<file path="src/rtl/soin_bpredictor_update_ctrl.sv">
// Write-port scheduler for the predictor table RAM: post-reset/flush sweep,
// a small update FIFO, and deferral of writes that collide with the fetch lookup.
module soin_bpredictor_update_ctrl #(
    parameter int                INDEX_W      = 8,
    parameter int                DATA_W       = 32,
    parameter int                BE_W         = 4,
    parameter int                FIFO_DEPTH_L = 2,
    parameter logic [DATA_W-1:0] INIT_DATA    = '0
) (
    input  logic                    clk,
    input  logic                    reset,
    input  logic                    execute_bpredictor_update,
    input  logic [INDEX_W-1:0]      execute_bpredictor_index,
    input  logic [DATA_W-1:0]       execute_bpredictor_data,
    input  logic [BE_W-1:0]         execute_bpredictor_be,
    input  logic                    soin_bpredictor_flush,
    input  logic                    fetch_lookup_valid,
    input  logic [INDEX_W-1:0]      fetch_lookup_index,
    output logic                    up_wen,
    output logic [INDEX_W-1:0]      up_index,
    output logic [DATA_W-1:0]       up_data,
    output logic [BE_W-1:0]         up_be,
    output logic                    ctrl_busy,
    output logic [FIFO_DEPTH_L:0]   fifo_count,
    output logic [7:0]              drop_count
);

    localparam int                  DEPTH     = 1 << FIFO_DEPTH_L;
    localparam logic [FIFO_DEPTH_L:0] FULL    = (FIFO_DEPTH_L+1)'(DEPTH);
    localparam logic [INDEX_W-1:0]  LAST_IDX  = {INDEX_W{1'b1}};

    typedef enum logic {SWEEP, RUN} state_t;

    state_t                     state, state_nxt;
    logic [INDEX_W-1:0]         sweep_ctr, sweep_ctr_nxt;

    logic [INDEX_W-1:0]         fifo_index [DEPTH];
    logic [DATA_W-1:0]          fifo_data  [DEPTH];
    logic [BE_W-1:0]            fifo_be    [DEPTH];
    logic [FIFO_DEPTH_L-1:0]    rd_ptr, wr_ptr;
    logic [FIFO_DEPTH_L:0]      count;

    logic                       head_ok;
    logic                       do_pop, do_push, do_drop, fifo_clr;

    function automatic logic [7:0] sat_inc(input logic [7:0] v);
        return (v == 8'hFF) ? v : v + 8'd1;
    endfunction

    // A blocked head stalls the whole queue so update order is never reordered.
    assign head_ok = (count != '0) &&
                     !(fetch_lookup_valid && (fifo_index[rd_ptr] == fetch_lookup_index));

    always_comb begin
        state_nxt     = state;
        sweep_ctr_nxt = sweep_ctr;
        up_wen        = 1'b0;
        up_index      = '0;
        up_data       = '0;
        up_be         = '0;
        do_pop        = 1'b0;
        do_push       = 1'b0;
        do_drop       = 1'b0;
        fifo_clr      = 1'b0;
        ctrl_busy     = (state == SWEEP);

        case (state)
            SWEEP: begin
                up_wen   = 1'b1;
                up_index = sweep_ctr;
                up_data  = INIT_DATA;
                up_be    = '1;
                if (soin_bpredictor_flush) begin
                    sweep_ctr_nxt = '0;
                end else if (sweep_ctr == LAST_IDX) begin
                    state_nxt     = RUN;
                    sweep_ctr_nxt = '0;
                end else begin
                    sweep_ctr_nxt = sweep_ctr + INDEX_W'(1);
                end
            end
            RUN: begin
                if (head_ok) begin
                    up_wen   = 1'b1;
                    up_index = fifo_index[rd_ptr];
                    up_data  = fifo_data[rd_ptr];
                    up_be    = fifo_be[rd_ptr];
                end
                if (soin_bpredictor_flush) begin
                    state_nxt     = SWEEP;
                    sweep_ctr_nxt = '0;
                    fifo_clr      = 1'b1;
                end else begin
                    do_pop  = head_ok;
                    do_push = execute_bpredictor_update && ((count != FULL) || head_ok);
                    do_drop = execute_bpredictor_update && (count == FULL) && !head_ok;
                end
            end
            default: state_nxt = SWEEP;
        endcase

        if (reset) begin
            up_wen   = 1'b0;
            up_index = '0;
            up_data  = '0;
            up_be    = '0;
        end
    end

    always_ff @(posedge clk) begin
        if (reset) begin
            state      <= SWEEP;
            sweep_ctr  <= '0;
            rd_ptr     <= '0;
            wr_ptr     <= '0;
            count      <= '0;
            drop_count <= '0;
        end else begin
            state     <= state_nxt;
            sweep_ctr <= sweep_ctr_nxt;
            if (fifo_clr) begin
                rd_ptr <= '0;
                wr_ptr <= '0;
                count  <= '0;
            end else begin
                if (do_pop)
                    rd_ptr <= rd_ptr + FIFO_DEPTH_L'(1);
                if (do_push)
                    wr_ptr <= wr_ptr + FIFO_DEPTH_L'(1);
                if (do_push && !do_pop)
                    count <= count + (FIFO_DEPTH_L+1)'(1);
                else if (do_pop && !do_push)
                    count <= count - (FIFO_DEPTH_L+1)'(1);
            end
            if (do_drop)
                drop_count <= sat_inc(drop_count);
        end
    end

    // Entry storage carries no reset; occupancy is tracked by the pointers.
    always_ff @(posedge clk) begin
        if (do_push) begin
            fifo_index[wr_ptr] <= execute_bpredictor_index;
            fifo_data[wr_ptr]  <= execute_bpredictor_data;
            fifo_be[wr_ptr]    <= execute_bpredictor_be;
        end
    end

    assign fifo_count = count;

endmodule
</file>
<file path="config.mk">
export PLATFORM = sky130hd
export DESIGN_NAME = soin_bpredictor_update_ctrl
export DESIGN_NICKNAME = d
export VERILOG_FILES = /design/src/rtl/soin_bpredictor_update_ctrl.sv
export SDC_FILE = /design/constraint.sdc
export NUM_CORES = 1
export LEC_CHECK = 0
export CAP_MARGIN = 20
export CORE_UTILIZATION = 51
export DETAILED_ROUTE_END_ITERATION = 10
export DONT_BUFFER_PORTS = 1
export GPL_TIMING_DRIVEN = 0
export PLACE_DENSITY = 0.66
export SLEW_MARGIN = 20
export SYNTH_ARGS = -nofsm -noshare
export SYNTH_HDL_FRONTEND = slang
export SYNTH_SLANG_ARGS = --single-unit
</file>
<file path="constraint.sdc">
create_clock -name clk -period 4.65 [get_ports clk]
set_input_delay 0.93 -clock clk [delete_from_list [all_inputs] [get_ports clk]]
set_output_delay 0.93 -clock clk [all_outputs]
set_load 0.005 [all_outputs]
</file>
==> results_dict.tcl, run 1 <==
set metrics [dict create \
    overflow 0 \
    worstPathMaxFanout 10 \
    p_int_mw 3.08 \
    io_buffers 0 \
    hold_path_class "reg2reg" \
    skew_ps 8.43 \
    fp.dieW_um 129 \
    rsz0062_at_grt "false" \
    hp-start "wr_ptr[0]$_SDFFE_PP0P_" \
    p_clk_share_pct 46.7 \
    synth-seq-area-share_pct 70.7 \
    setup.worst_path.end_class "primary output" \
    drv_cap 0 \
    dpl_cell_area_sq_um 8550 \
    synth_flop_cell "edfxtp_1" \
    io_pins 114 \
    syn_avg_cell_area_sq_um 16.9 \
    antenna_found_initial 0 \
    min_to "wr_ptr[0]$_SDFFE_PP0P_" \
    synthCells 485 \
    grt_use_total_pct 19.2 \
    dpl.hpwl_um 9560 \
    synth.distinct_cells 38 \
    ys_warn_count 0 \
    start_util_pct 51.9 \
    clock-sinks 202 \
    vias 4269 \
    post_cts_buffers 0 \
    ys_seq_elements 202 \
    p_seq_share_pct 52.7 \
    fin_cells 739 \
    firstDrtPassIters 4 \
    syn_area_sq_um 8220 \
    synth_edf_count 176 \
    power_leakage_nw 2.81 \
    finalCriticalPeriod_ps 4320 \
    start_kind "flop" \
    slew_violations 0 \
    gp_congestion 0.861 \
    tightest_slew_ps 1070 \
    clk_root_buffer_cell "clkbuf_16" \
    cts_htree_levels 1 \
    switching_share_pct 17.7 \
    die-area_sq_um 16600 \
    synthArstFlopShare_pct 0 \
    area_growth_pct 13.0 \
    path_class "reg2out" \
    grt_first_pass_wirelength_um 23600 \
    max_freq_ghz 0.231 \
    r2r_end "fifo_count[2]$_SDFFE_PP0P_" \
    clk_pin_slew_worst_paths_ps 60 \
    core_area_sq_um 15800 \
    via_per_inst 5.78 \
    drc 0 \
    die_h_um 129 \
    diodes 0 \
    max_slew_margin_pct 28.3 \
    dp_cells 703 \
    nets 575 \
    synth_fp_nets 550 \
    powerDensity_nw_per_um2 403 \
    netSwitchingPower_mw 0.661 \
    holdPathStages 2 \
    grt_pass1_vias 4380 \
    ant_nets 0 \
    crit_required_ps 3720 \
    cts-buffers-inserted 21 \
    clk_path_buf_depth 3 \
    stdcell_area_sq_um 9280 \
    totalWireLength_um 15300 \
    rrSetupSlack_ps 560 \
    clock_latency_ps 490 \
    cts_tree "yes" \
    num_rows 46 \
    peakVddDrop_uv 529 \
    finalSetupViolCount 0 \
    outcome "finished clean" \
    worstRegToRegCells 13 \
    grt_max_degree 45 \
    drive_above_1_share_pct 17.4 \
    drt-initial-drc-count 253 \
    crit_arrival_ps 3390 \
    finalPower_mw 3.74 \
    fin_crit_sh_pct 93.0 \
    fin_setup_tns_ps 0 \
    avgRoutedWirePerCell_um 20.7 \
    final-hold-violation-count 0 \
    combPwrFrac_pct 0.5 \
]
==> routing by layer <==
layer	global-route usage (%)	share of wire, %	vias to the layer above
li1	-	-	1955
met1	23.5	40	2177
met2	32.4	49	117
met3	6.86	9.1	20
met4	5.12	2.2	0
met5	0	0	-
==> worst max path at each step <==
stage | from | end | slack [ps] | depth (start not counted)
2_1_floorplan | flop | fifo_count[2]$_SDFFE_PP0P_ | 1200 | 14
3_3_place_gp | flop | fifo_data[1][29]$_DFFE_PP_ | -80 | 8
3_5_place_dp | flop | up_data[16] | 560 | 9
4_1_cts | flop | up_data[16] | 20 | 9
5_1_grt | flop | up_data[2] | 60 | 9
6_report | flop | up_data[2] | 330 | 9
==> area by class of cell <==
cell class              instances  area [sq um]
fillers                      1191          6550
flip-flops and latches        202          5810
multi-input cells             251          2280
clock buffers                  22           529
well taps                     216           270
clock inverters                14           198
plain buffers                  26           119
repair buffers                  2          55.1
inverters                       6          22.5
==> synthesized netlist by cell type, types with 2 or more instances <==
master | number | area share (%)
inv_1 | 6 | 0.27
xnor2_1 | 8 | 0.85
mux2i_1 | 11 | 1.3
a311o_1 | 2 | 0.24
or4_1 | 5 | 0.46
mux4_2 | 42 | 12
nor2b_1 | 35 | 2.7
a21oi_1 | 27 | 1.6
and3_1 | 3 | 0.23
ha_1 | 7 | 1.1
xor2_1 | 7 | 0.75
nand2_1 | 23 | 1.1
buf_2 | 2 | 0.12
dfxtp_1 | 26 | 6.3
clkbuf_1 | 18 | 0.82
and2_1 | 6 | 0.46
buf_1 | 4 | 0.18
o21ai_0 | 7 | 0.43
buf_6 | 2 | 0.27
nand3_1 | 13 | 0.79
or3_1 | 6 | 0.46
nand4_1 | 13 | 0.99
edfxtp_1 | 176 | 64
a31oi_1 | 3 | 0.23
nor2_1 | 16 | 0.73
nor4_1 | 2 | 0.15
o31ai_1 | 4 | 0.37
==> power groups by stage <==
stage	sequential (mW)	combinational, mW	clock (mW)
after floorplan	2.01	0.0151	0
after global placement	2.01	0.0189	0
after detailed placement	2.01	0.0196	0
after CTS	1.97	0.0197	1.78
after global routing	1.97	0.0220	1.84
final	1.97	0.0197	1.75
==> registers in the layout (all words and copies together), names as in the netlist, named ones only <==
name and count:
fifo_index 32, rd_ptr 2, fifo_be 16, fifo_data 128, sweep_ctr 8, wr_ptr 2
fifo_count 3, state 1, drop_count 8
==> layout by cell type, fill, tap and decap left out, types with 2 or more instances in the layout <==
cell type     n
edfxtp_1    176
mux4_2       42
nor2b_1      35
a21oi_1      27
dfxtp_1      26
nand2_1      23
clkbuf_16    21
nor2_1       16
clkbuf_1     16
nand4_1      13
nand3_1      13
mux2i_1      11
xnor2_1       8
xor2_1        7
o21ai_0       7
ha_1          7
inv_1         6
or3_1         6
or4_1         5
bufinv_16     5
buf_1         4
and2_4        4
o31ai_1       4
clkinv_2      4
a31oi_1       3
clkbuf_2      3
and3_1        3
buf_6         2
buf_2         2
nor4_1        2
a311o_1       2
and2_1        2
clkinvlp_4    2
clkinv_1      2
buf_16        2
==> repair_timing <==
action,4_1_cts,5_1_grt
gates resized for setup,0,6
hold buffers,0,0
setup endpoints to repair,0,30
==> per-stage QoR <==
step / hold WS (ps) / setup slack, ps / util, %
6_report: 507 / 327 / 58.6
5_1_grt: 509 / 61.2 / 58.6
4_1_cts: 507 / 23.9 / 58.6
3_5_place_dp: 498 / 561 / 54.0
3_3_place_gp: 479 / -76.2 / 53.6
2_1_floorplan: 468 / 1200 / -
==> critical path, cell delays in order (launching register included) <==
cell and delay (ps):
dfxtp_1 300, buf_2 250, buf_2 340, mux2i_1 380, xor2_1 170, mux2i_1 110
or4_4 530, nand4b_1 340, clkbuf_2 330, nor2b_1 140
==> kinds of logic (layout without fill, tap and decap cells) <==
logic type      Yosys count  in the layout  share of synthesized area, %
buf+inv                  32             70                          1.68
flops                   202            202                          70.7
compound gates           46             46                          3.23
simple gates            128            128                          8.53
mux                      54             54                          13.0
xor+xnor                 15             15                          1.60
fa+ha+maj                 8              8                          1.31
(Power assumes the default switching activity.)
==> inputs of run 2 (changes only) <==
--- a/config.mk
+++ b/config.mk
@@ -10,7 +10,7 @@
 export DETAILED_ROUTE_END_ITERATION = 10
 export DONT_BUFFER_PORTS = 1
 export GPL_TIMING_DRIVEN = 0
-export PLACE_DENSITY = 0.66
+export PLACE_DENSITY = 0.72
 export SLEW_MARGIN = 20
 export SYNTH_ARGS = -nofsm -noshare
 export SYNTH_HDL_FRONTEND = slang
==> run 2 against run 1 <==
- wire length increased by 2.4%
- clock-buffer cell count is 3 higher
- critical path depth stayed put
- clock power decreased by 13%
- final cell count is 0.27% lower
- critical endpoint is now up_data[1]
- largest cell class unchanged
- clock skew grew 6.1 ps
- design area down 1.7%
- sequential cell count is the same
- total power is 5.8% lower
- largest power group unchanged
- via count increased by 1.2%
==> results_dict.tcl, run 2 (synthesis results as in run 1) <==
set metrics [dict create \
    max_freq_ghz 0.230 \
    largest_reg_flops 128 \
    cts_tree "yes" \
    drc 0 \
    start_util_pct 51.9 \
    layout_commonest_cell "edfxtp_1" \
    via_per_inst 5.86 \
    gp_congestion 0.883 \
    path_class "reg2out" \
    grt_use_total_pct 19.5 \
    reg_top3 "fifo_data: 128 flops, fifo_index: 32 flops, fifo_be: 16 flops" \
    cts_hold_buf 0 \
    final-hold-violation-count 0 \
    mostFrequentLayoutCells "edfxtp_1, mux4_2, nor2b_1, a21oi_1, dfxtp_1" \
    overflow 0 \
    dpl.hpwl_um 9750 \
    finish.utilization_pct 57.6 \
    core_area_sq_um 15800 \
    drv_cap 0 \
    clock_latency_ps 490 \
    worstPathMaxFanout 10 \
    cts-buffers-inserted 21 \
    max_slew_margin_pct 33.8 \
    clk_pin_slew_worst_paths_ps 60 \
    grt_max_degree 45 \
    io_pins 114 \
    rsz0062_at_grt "false" \
    finalCriticalPeriod_ps 4340 \
    area_growth_pct 11.0 \
    io_buffers 0 \
    nets 573 \
    clock-sinks 202 \
    timing.final.ws_setup_ps 308 \
    largest-register "fifo_data" \
    finalSetupViolCount 0 \
    fin_crit_sh_pct 93.4 \
    clk_root_buffer_cell "clkbuf_16" \
    antenna_found_initial 0 \
    stdcell_area_sq_um 9120 \
    holdPathStages 2 \
    firstDrtPassIters 4 \
    skew_ps 14.6 \
    crit_required_ps 3720 \
    totalWireLength_um 15600 \
    hold_path_class "reg2reg" \
    power_leakage_nw 2.74 \
    drt-initial-drc-count 313 \
    peakVddDrop_uv 344 \
    drive_above_1_share_pct 16.3 \
    start_kind "flop" \
    avgRoutedWirePerCell_um 21.2 \
    diodes 0 \
    outcome "finished clean" \
    pre_cts_ws_ps 520 \
    grt_first_pass_wirelength_um 24200 \
    clk_path_buf_depth 3 \
    setup.worst_path.end_class "primary output" \
    fin_setup_tns_ps 0 \
    grt_pass1_vias 4573 \
    die_h_um 129 \
    dpl_cell_area_sq_um 8500 \
    powerDensity_nw_per_um2 386 \
    fp.dieW_um 129 \
    slew_violations 0 \
    ant_nets 0 \
    worstRegToRegCells 13 \
    cts_htree_levels 1 \
    vias 4321 \
    num_rows 46 \
    tightest_slew_ps 984 \
    die-area_sq_um 16600 \
    crit_arrival_ps 3410 \
]
==> run 2: cell type report <==
class | count | area [sq um]
buffer | 26 | 119
clock buffer | 25 | 541
clock inverter | 11 | 82.6
fill | 1188 | 6710
inverter | 6 | 22.5
multi-input combinational | 251 | 2280
sequential | 202 | 5810
tap | 216 | 270
==> run 2: per-layer routing <==
layer	vias up	wire length [um]	track usage, %
li1	1945	-	-
met1	2191	6260	23.8
met2	163	7690	33.4
met3	22	1390	6.61
met4	0	288	4.84
met5	-	0	0
==> run 2: worst paths after layout <==
kind	start	to	slack, ps
min reg2reg	wr_ptr[0]$_SDFFE_PP0P_	wr_ptr[0]$_SDFFE_PP0P_	510
max	flop	up_data[1]	310
min	wr_ptr[0]$_SDFFE_PP0P_	wr_ptr[0]$_SDFFE_PP0P_	510
max reg2reg	flop	fifo_count[2]$_SDFFE_PP0P_	590
==> run 2: what timing repair did <==
action | in CTS | in global routing
resized for setup | 0 | 6
endpoints found under the setup margin | 0 | 29
buffers inserted | 0 | 0
==> run 2: through the flow <==
stage	hold WS (ps)	instances	power (mW)
finish	511	737	3.52
global route	515	737	3.61
CTS	508	737	3.55
detailed placement	500	701	2.03
global placement	476	701	2.03
floorplan	468	485	2.02
==> run 2: where the power goes <==
group	internal (mW)	switching, mW
logic	0.00741	0.0116
registers	1.97	0.00170
clock network	0.883	0.648
==> run 2: critical path, cell delays in order (launching register included) <==
cell and delay [ps]:
dfxtp_1 310, buf_2 280, buf_2 370, mux2i_1 340, xor2_1 170, mux2i_1 110, or4_4 540, nand4b_1 340
clkbuf_2 340, nor2b_1 130
